===== src/rtl/comp_seq_pkg.sv =====
// Shared types and default sizing for the comparator sequencer.
package comp_seq_pkg;

  localparam int N_CHAN_DEF   = 4;
  localparam int CAL_BITS_DEF = 5;
  localparam int CAL_AVG_DEF  = 7;
  localparam int META_TO_DEF  = 6;
  localparam int RST_CYC_DEF  = 2;

  function automatic int max3(input int a, input int b, input int c);
    int m;
    m = (a > b) ? a : b;
    return (m > c) ? m : c;
  endfunction

  localparam int CHAN_W = $clog2(N_CHAN_DEF);
  // Wide enough to hold the largest of the eval, reset and vote counts.
  localparam int CNT_W  = $clog2(max3(META_TO_DEF, RST_CYC_DEF, CAL_AVG_DEF) + 1);

  typedef enum logic [1:0] {IDLE, EVAL, RESET, DONE} state_t;

endpackage


===== src/rtl/comp_sync2.sv =====
// Two-flop synchroniser; resets high to match precharged comparator outputs.
module comp_sync2 #(
  parameter int W = 1
) (
  input  logic         clk,
  input  logic         rst_n,
  input  logic [W-1:0] i_d,
  output logic [W-1:0] o_q
);

  logic [W-1:0] r_s1, r_s2;

  // Two-stage capture of the asynchronous comparator outputs
  always_ff @(posedge clk or negedge rst_n) begin
    if (!rst_n) begin
      r_s1 <= '1;
      r_s2 <= '1;
    end else begin
      r_s1 <= i_d;
      r_s2 <= r_s1;
    end
  end

  assign o_q = r_s2;

endmodule


===== src/rtl/comp_seq.sv =====
// Comparator sequencer: eval/reset clocking, decision resolve, metastability
// timeout and majority-voted binary-search offset calibration.
module comp_seq
  import comp_seq_pkg::*;
#(
  parameter int N_CHAN   = N_CHAN_DEF,
  parameter int CAL_BITS = CAL_BITS_DEF,
  parameter int CAL_AVG  = CAL_AVG_DEF,
  parameter int META_TO  = META_TO_DEF,
  parameter int RST_CYC  = RST_CYC_DEF
) (
  input  logic                         clk,
  input  logic                         rst_n,
  input  logic                         start,
  input  logic                         cal_mode,
  input  logic [$clog2(N_CHAN)-1:0]    chan_sel,
  output logic [N_CHAN-1:0]            comp_clk,
  output logic [N_CHAN-1:0]            comp_clkb,
  input  logic [N_CHAN-1:0]            comp_outp,
  input  logic [N_CHAN-1:0]            comp_outn,
  output logic [N_CHAN*CAL_BITS-1:0]   trim,
  output logic                         busy,
  output logic                         dec_valid,
  output logic                         dec,
  output logic                         meta,
  output logic                         cal_done
);

  localparam int CW  = $clog2(N_CHAN);
  localparam int CTW = $clog2(max3(META_TO, RST_CYC, CAL_AVG) + 1);
  localparam int BW  = $clog2(CAL_BITS);
  localparam logic [CAL_BITS-1:0] MID = CAL_BITS'(1 << (CAL_BITS - 1));

  state_t                           r_state;
  logic [CW-1:0]                    r_chan;
  logic                             r_cal;
  logic [CTW-1:0]                   r_cnt, r_votes, r_ones;
  logic [BW-1:0]                    r_bit;
  logic                             r_dec_i, r_meta_i;
  logic [N_CHAN-1:0][CAL_BITS-1:0]  r_trim;
  logic [N_CHAN-1:0]                r_comp_clk, r_comp_clkb;
  logic                             r_busy, r_dec_valid, r_dec, r_meta, r_cal_done;

  logic [2*N_CHAN-1:0] w_sync;
  logic [N_CHAN-1:0]   w_syn_p, w_syn_n, w_oh_cur, w_oh_new;
  logic [CW-1:0]       w_chan_cl;
  logic                w_res, w_bit_dec, w_keep;
  logic [CTW-1:0]      w_ones_n, w_votes_n;

  comp_sync2 #(.W(2 * N_CHAN)) u_sync (
    .clk   (clk),
    .rst_n (rst_n),
    .i_d   ({comp_outn, comp_outp}),
    .o_q   (w_sync)
  );

  // Channel clamp, decision resolve and calibration vote arithmetic
  always_comb begin
    w_syn_p   = w_sync[N_CHAN-1:0];
    w_syn_n   = w_sync[2*N_CHAN-1:N_CHAN];
    w_chan_cl = (int'(chan_sel) > N_CHAN - 1) ? CW'(N_CHAN - 1) : chan_sel;
    // Exactly one side low resolves; both low is illegal and treated as pending.
    w_res     = w_syn_p[r_chan] ^ w_syn_n[r_chan];
    w_bit_dec = w_syn_p[r_chan] & ~w_syn_n[r_chan];
    w_ones_n  = r_ones + CTW'(r_dec_i);
    w_votes_n = r_votes + 1'b1;
    w_keep    = (w_ones_n > CTW'(CAL_AVG / 2));
    w_oh_cur  = N_CHAN'(1) << r_chan;
    w_oh_new  = N_CHAN'(1) << w_chan_cl;
  end

  // Sequencer FSM with registered clocks, flags and trim codes
  always_ff @(posedge clk or negedge rst_n) begin
    if (!rst_n) begin
      r_state     <= IDLE;
      r_chan      <= '0;
      r_cal       <= 1'b0;
      r_cnt       <= '0;
      r_votes     <= '0;
      r_ones      <= '0;
      r_bit       <= '0;
      r_dec_i     <= 1'b0;
      r_meta_i    <= 1'b0;
      for (int i = 0; i < N_CHAN; i++) r_trim[i] <= MID;
      r_comp_clk  <= '0;
      r_comp_clkb <= '1;
      r_busy      <= 1'b0;
      r_dec_valid <= 1'b0;
      r_dec       <= 1'b0;
      r_meta      <= 1'b0;
      r_cal_done  <= 1'b0;
    end else begin
      r_dec_valid <= 1'b0;
      r_cal_done  <= 1'b0;
      case (r_state)
        IDLE: if (start) begin
          r_chan      <= w_chan_cl;
          r_cal       <= cal_mode;
          r_busy      <= 1'b1;
          r_cnt       <= '0;
          r_comp_clk  <= w_oh_new;
          r_comp_clkb <= ~w_oh_new;
          r_state     <= EVAL;
          if (cal_mode) begin
            r_trim[w_chan_cl] <= MID;
            r_bit   <= BW'(CAL_BITS - 1);
            r_votes <= '0;
            r_ones  <= '0;
          end
        end
        EVAL: begin
          if (w_res || r_cnt == CTW'(META_TO - 1)) begin
            // A timeout forces a 0 decision so calibration votes stay defined.
            r_dec_i     <= w_res & w_bit_dec;
            r_meta_i    <= ~w_res;
            r_comp_clk  <= '0;
            r_comp_clkb <= '1;
            r_cnt       <= '0;
            r_state     <= RESET;
          end else begin
            r_cnt <= r_cnt + 1'b1;
          end
        end
        RESET: begin
          if (r_cnt == CTW'(RST_CYC - 1)) begin
            r_cnt <= '0;
            if (!r_cal) begin
              r_dec_valid <= 1'b1;
              r_dec       <= r_dec_i;
              r_meta      <= r_meta_i;
              r_state     <= DONE;
            end else if (w_votes_n < CTW'(CAL_AVG)) begin
              r_ones      <= w_ones_n;
              r_votes     <= w_votes_n;
              r_comp_clk  <= w_oh_cur;
              r_comp_clkb <= ~w_oh_cur;
              r_state     <= EVAL;
            end else begin
              if (!w_keep) r_trim[r_chan][r_bit] <= 1'b0;
              if (r_bit != '0) begin
                r_trim[r_chan][r_bit - 1'b1] <= 1'b1;
                r_bit       <= r_bit - 1'b1;
                r_ones      <= '0;
                r_votes     <= '0;
                r_comp_clk  <= w_oh_cur;
                r_comp_clkb <= ~w_oh_cur;
                r_state     <= EVAL;
              end else begin
                r_cal_done <= 1'b1;
                r_state    <= DONE;
              end
            end
          end else begin
            r_cnt <= r_cnt + 1'b1;
          end
        end
        DONE: begin
          r_busy  <= 1'b0;
          r_state <= IDLE;
        end
        default: r_state <= IDLE;
      endcase
    end
  end

  assign comp_clk  = r_comp_clk;
  assign comp_clkb = r_comp_clkb;
  assign trim      = r_trim;
  assign busy      = r_busy;
  assign dec_valid = r_dec_valid;
  assign dec       = r_dec;
  assign meta      = r_meta;
  assign cal_done  = r_cal_done;

endmodule


===== config.mk =====
export PLATFORM = sky130hd
export DESIGN_NAME = comp_seq
export DESIGN_NICKNAME = d
export VERILOG_FILES = /design/src/rtl/comp_seq_pkg.sv /design/src/rtl/comp_sync2.sv /design/src/rtl/comp_seq.sv
export SDC_FILE = /design/constraint.sdc
export NUM_CORES = 1
export LEC_CHECK = 0
export BUFFER_PORTS_ARGS = -buffer_cell sky130_fd_sc_hd__buf_2
export CORE_MARGIN = 5
export CORE_UTILIZATION = 50
export CTS_CLUSTER_SIZE = 20
export DETAILED_ROUTE_END_ITERATION = 8
export GPL_ROUTABILITY_DRIVEN = 0
export GPL_TIMING_DRIVEN = 0
export PLACE_DENSITY_LB_ADDON = 0.3
export SETUP_SLACK_MARGIN = 0.4
export SLEW_MARGIN = 10
export SYNTH_ARGS = -nofsm -noshare
export SYNTH_HDL_FRONTEND = slang
export SYNTH_HIERARCHICAL = 1
export SYNTH_SLANG_ARGS = --single-unit

===== constraint.sdc =====
create_clock -name clk -period 5.4 [get_ports clk]
set_input_delay 1.08 -clock clk [delete_from_list [all_inputs] [get_ports clk]]
set_output_delay 1.08 -clock clk [all_outputs]
set_load 0.005 [all_outputs]

==> results of run 1 <==
==> power breakdown <==
| group | leakage [nW] | switching, mW | internal, mW |
|---|---|---|---|
| clock | 0.0820 | 0.201 | 0.180 |
| combinational | 1.08 | 0.590 | 0.400 |
| sequential | 0.843 | 0.0666 | 0.628 |
| total | 2.00 | 0.858 | 1.21 |
==> worst paths after layout <==
kind | start | end | slack (ns) | cells past startpoint
min in group asynchronous | rst_n | r_cnt[2] | 0.62 | 1
max | r_chan[0] | comp_clk[1] | 2.28 | 7
max in group asynchronous | rst_n | trim[4] | 4.18 | 2
max reg2reg | r_chan[0] | comp_clk[1] | 2.28 | 7
min | u_sync/r_s1[3] | u_sync/o_q[3] | 0.36 | 0
min reg2reg | u_sync/r_s1[3] | u_sync/o_q[3] | 0.36 | 0
==> cell usage after synthesis (12+ instances only) <==
cell	count	area (sq um)
a21o_1	13	97.6
a21oi_1	19	95.1
a22o_1	13	114
dfrtp_1	44	1100
dfstp_2	24	631
ha_1	13	163
inv_1	13	48.8
mux2_2	12	135
nand2_1	62	233
nand2b_1	15	93.8
nor2_1	17	63.8
o21ai_0	17	85.1
o41ai_1	18	158
==> state kept, by name, summed over array words and instances (netlist names), 2 cells and up <==
name and cells:
u_sync/r_s1 8, r_bit 3, r_chan 2, u_sync/o_q 8, comp_clk 4, r_votes 3, r_cnt 3, r_state 2
comp_clkb 4, r_ones 3, trim 20
==> metrics by stage <==
step	power [mW]	setup WS [ns]
5_1_grt	2.23	2.14
4_1_cts	2.07	2.25
3_3_place_gp	1.65	2.30
2_1_floorplan	1.42	2.62
6_report	2.07	2.28
3_5_place_dp	1.69	2.26
==> routing by layer <==
metal	vias up	track usage [%]	routed length, um
met5	-	0	0
met4	0	7.81	99
met3	8	4.78	572
met2	89	31.1	3880
met1	1403	28.2	3710
li1	1410	-	-
==> kinds of logic after synthesis <==
logic type	after synthesis
compound gates	99
xor+xnor	3
fa+ha+maj	13
buf+inv	31
flops	68
mux	15
simple gates	128
==> cell type report <==
| cell class | count | area (sq um) |
|---|---|---|
| inverters | 13 | 48.8 |
| clock buffers | 11 | 141 |
| flip-flops and latches | 68 | 1730 |
| repair buffers | 47 | 253 |
| multi-input cells | 258 | 1710 |
| well taps | 96 | 120 |
| fillers | 579 | 2750 |
| plain buffers | 18 | 80.1 |
| clock inverters | 5 | 36.3 |
==> placed cells by master, fill, tap and decap left out, drive strengths merged, types with 2 or more instances in the layout <==
cell / Yosys / final
mux4: 2 / 2
xor2: 2 / 2
nor4bb: 2 / 2
nor3: 5 / 5
o31ai: 4 / 4
a22o: 14 / 14
nand3b: 2 / 2
dfrtp: 44 / 44
a21oi: 19 / 19
o21ai: 18 / 18
or2: 4 / 4
inv: 13 / 14
nor4: 2 / 2
mux2: 13 / 13
o22ai: 5 / 5
nand3: 6 / 6
nor2b: 4 / 4
clkinvlp: 0 / 3
clkbuf: 11 / 22
dfstp: 24 / 24
a21o: 13 / 13
nand2: 62 / 62
ha: 13 / 13
nor2: 17 / 17
nand2b: 15 / 15
o41ai: 18 / 18
buf: 7 / 54
a31oi: 3 / 3
==> qor.yml, run 1 <==
finalMaxSlewViolations: 0
start_kind: "register"
initialDrtViolationCount: 269
holdCritPathClass: "reg2reg"
final_area_sq_mm: 0.00412
wl_um: 8260
ctsResizeCount: 0
synth_nets: 384
die_area_sq_mm: 0.00894
diodes: 0
synthToLayoutAreaGrowth_pct: 15.4
h-tree-depth: 3
yosys.area_share.adder_pct: 4.55
fin_crit_sh_pct: 57.7
critPathKind: "reg2reg"
synth_compound_area_share_pct: 19.4
synth_top_family_by_area: "compound AO/OA/AOI/OAI gates"
wire_per_inst_um: 16.0
holdWs_ns: 0.356
synth_edf_count: 0
required_ns: 5.64
cts_hold_buf: 0
path_max_fanout: 10
end_kind: "register"
start_util_pct: 52.0
finalCriticalPeriod_ns: 3.12
place_area_sq_mm: 0.00395
max_freq_mhz: 321
dp_hpwl_um: 5910
io_pins: 47
grt_antenna_before_repair: 0
grt_pass1_wl_um: 14100
status: "completed"
ys.flop_type: "dfrtp_1"
ctsRootBufferMaster: "clkbuf_8"
cts_setup_buffers: 0
grt_max_degree: 46
clock_latency_ns: 0.35
ys_seq_area_share_pct: 48.5
p_leak_nw: 2.00
yosysWarningCount: 6
final_antenna_net_count: 0
setup_tns_ns: 0
critPathSlowestCell: "mux4_2"
powerDensity_mw_per_mm2: 501
slew_headroom_pct: 37.1
coreArea_sq_mm: 0.00687
maxCapViolations: 0
grt_usage_pct: 20.4
port-buffer-count: 46
worst_clock_skew_ns: 0.00696
synthCells: 357
die_h_um: 94.5
rsz0062_at_grt: "no"
avgSynthCellArea_sq_um: 10.0
max_stage_delay_ns: 0.58
dr.pass1.iters: 4
synthArstFlopShare_pct: 100
clk_pin_slew_worst_paths_ns: 0.08
finalHoldViolCount: 0
cts_sinks: 68
clock_path_buffers: 2
cts_tree: "yes"
yosys.cell_types.count: 49
finalCoreUtilization_pct: 60.0
crit_buf_inv: 1
max_slew.worst_pin.slew_ns: 0.931
dp_cells: 500
cts_made_buffers: 9
synth_xor_area_share_pct: 0.735
grt_pass1_vias: 2954
grt.overflow.total: 0
cp.arrival_ns: 3.35
drt-vias-per-instance: 5.64
irDropWorstVdd_uv: 231
path_cells: "buf_1, mux4_2, ha_1, a31o_2, and2_4, nor3_4, mux2_2"
drive_gt1_share_pct: 27.1
synth_area_sq_mm: 0.00357
finalSetupViolCount: 0
vias: 2910
drc: 0
synth-simple-area-share_pct: 17.9
path_delay_family: "multiplexers"
yosys-mux-area-fraction_pct: 5.36
layoutNonFillerInstCount: 516
ys_seq_elements: 68
nNetsFinal: 442
fp-row-count: 30
die_x_um: 94.5
Power figures use the tool's default switching activity.
==> run 2: changes to the inputs <==
==> constraint.sdc (replaced) <==
create_clock -name clk -period 3.2 [get_ports clk]
set_input_delay 0.64 -clock clk [delete_from_list [all_inputs] [get_ports clk]]
set_output_delay 0.64 -clock clk [all_outputs]
set_load 0.005 [all_outputs]
==> qor.yml, run 2 (same netlist as run 1, synthesis figures left out) <==
vias: 2925  # +0.52%
coreArea_sq_mm: 0.00687  # unchanged
synthToLayoutAreaGrowth_pct: 16.6
slew_headroom_pct: 50.0  # +13 points
setup_tns_ns: 0  # unchanged
fin_crit_sh_pct: 83.8  # +26 points
h-tree-depth: 3  # unchanged
critPathKind: "reg2reg"
cts_made_buffers: 9  # unchanged
initialDrtViolationCount: 200  # -26%
die_h_um: 94.5  # unchanged
layoutNonFillerInstCount: 517  # +0.19%
layout_common_cells: "nand2_1, buf_2, dfrtp_1"
finalSetupViolCount: 0  # unchanged
cp.arrival_ns: 2.92  # -0.43 ns
grt_pass1_wl_um: 14200  # +0.14%
cts_tree: "yes"
drc: 0  # unchanged
io_pins: 47  # unchanged
fp-row-count: 30  # unchanged
required_ns: 3.44  # -2.20 ns
wl_um: 8310  # +0.61%
start_util_pct: 52.0  # unchanged
nNetsFinal: 443  # +0.23%
powerDensity_mw_per_mm2: 857  # +71%
port-buffer-count: 46  # unchanged
grt.overflow.total: 0  # unchanged
dr.pass1.iters: 5  # +1
grt_antenna_before_repair: 0  # unchanged
clock_latency_ns: 0.35  # about the same
status: "completed"
total_power_mw: 3.57  # +73%
layout_commonest_cell: "nand2_1"
finalCoreUtilization_pct: 60.7  # +0.64 points
finalMaxSlewViolations: 0  # unchanged
p_leak_nw: 2.02  # +0.96%
diodes: 0  # unchanged
clk_pin_slew_worst_paths_ns: 0.08  # about the same
multiInputGateArea_sq_mm: 0.00173  # +1.1%
end_kind: "register"
path_cells: "buf_4, mux4_2, ha_1, a31o_2, and2_4, nor3_4, buf_12, mux2_2"
critPathSlowestCell: "mux4_2"
clock_path_buffers: 2  # unchanged
wire_per_inst_um: 16.1  # +0.41%
ff2ff_setup_slack_ns: 0.52  # -1.76 ns
grt_usage_pct: 20.4  # about the same
max_slew.worst_pin.slew_ns: 0.747  # -0.184 ns
rr_endpoint: "comp_clk[1]"
start_kind: "register"
drt-vias-per-instance: 5.66  # +0.32%
timing.rr.start: "r_chan[0]"
largest_register_ffs: 20  # unchanged
rsz0062_at_grt: "yes"
holdCritPathClass: "in2async"
dp_hpwl_um: 5910  # unchanged
seqCellArea_sq_mm: 0.00173  # unchanged
drive_gt1_share_pct: 28.5  # +1.4 points
max_freq_mhz: 373  # +16%
die_x_um: 94.5  # unchanged
cts_sinks: 68  # unchanged
dp_cells: 500  # unchanged
finalCriticalPeriod_ns: 2.68  # -0.437 ns
die_area_sq_mm: 0.00894  # unchanged
worst_clock_skew_ns: 0.00676  # -0.000206 ns
ctsRootBufferMaster: "clkbuf_8"
maxCapViolations: 0  # unchanged
num-fill-cells: 576  # -0.52%
grt_max_degree: 46  # unchanged
finalHoldViolCount: 0  # unchanged
irDropWorstVdd_uv: 386  # +67%
max_stage_delay_ns: 0.51  # -0.07 ns
grt_pass1_vias: 2961  # +0.24%
path_max_fanout: 10  # unchanged
reg2regPathDepth: 8  # +1
final_antenna_net_count: 0  # unchanged
run 2: changes by cell type in the layout (fill, tap and decap cells not counted), sizes merged:
cell  delta
buf      +1
run 2: what timing repair did:
action	in CTS	in global routing
buffers inserted	1	0
setup endpoints to repair	8	18
gates resized for setup	1	7
hold buffers	0	0
pin swaps	1	0
run 2: worst max path at each step:
stage	from	endpoint	slack, ns	cells after the start
final	r_chan[0]	comp_clk[1]	0.52	8
after global routing	r_bit[0]	trim[2]	0.34	10
after CTS	r_chan[0]	comp_clk[1]	0.44	8
after detailed placement	r_chan[0]	comp_clk[1]	0.06	7
after global placement	r_chan[0]	comp_clk[2]	0.1	7
after floorplan	r_chan[0]	comp_clk[0]	0.42	7
run 2: area by class of cell:
cell class | instances | area share [%]
Buffer | 18 | 2.04
Clock buffer | 11 | 3.39
Clock inverter | 5 | 0.871
Inverter | 13 | 1.17
Multi-Input combinational cell | 258 | 41.5
Sequential cell | 68 | 41.5
Tap cell | 96 | 2.88
Timing Repair Buffer | 48 | 6.54
run 2: per-layer routing:
metal	GRT usage, %	wire [um]
met2	31.1	3890
met5	0	0
met4	7.81	127
met1	28.2	3650
met3	4.78	652
run 2: worst max-delay path, delay by kind of cell, from the launching register on:
family,cells,cell delay [ns]
AO/OA/AOI/OAI,1,0.26
adder cells (fa/ha/maj),1,0.37
buffers and inverters,2,0.37
flip-flops,1,0.42
multiplexers,2,0.83
AND/OR/NAND/NOR,2,0.32
run 2: metrics by stage:
| step | hold WS, ns | setup slack (ns) | cell area (sq um) |
|---|---|---|---|
| 2_1_floorplan | 0.344 | 0.417 | 3570 |
| 3_3_place_gp | 0.346 | 0.0963 | 3920 |
| 3_5_place_dp | 0.347 | 0.0639 | 3950 |
| 4_1_cts | 0.186 | 0.443 | 4150 |
| 5_1_grt | 0.203 | 0.337 | 4170 |
| 6_report | 0.188 | 0.519 | 4170 |
run 2: power by group:
part,internal [mW],switching (mW),leakage [nW],total [mW]
logic,0.741,1.02,1.10,1.76
registers,1.06,0.114,0.843,1.17
clock network,0.304,0.337,0.0820,0.641
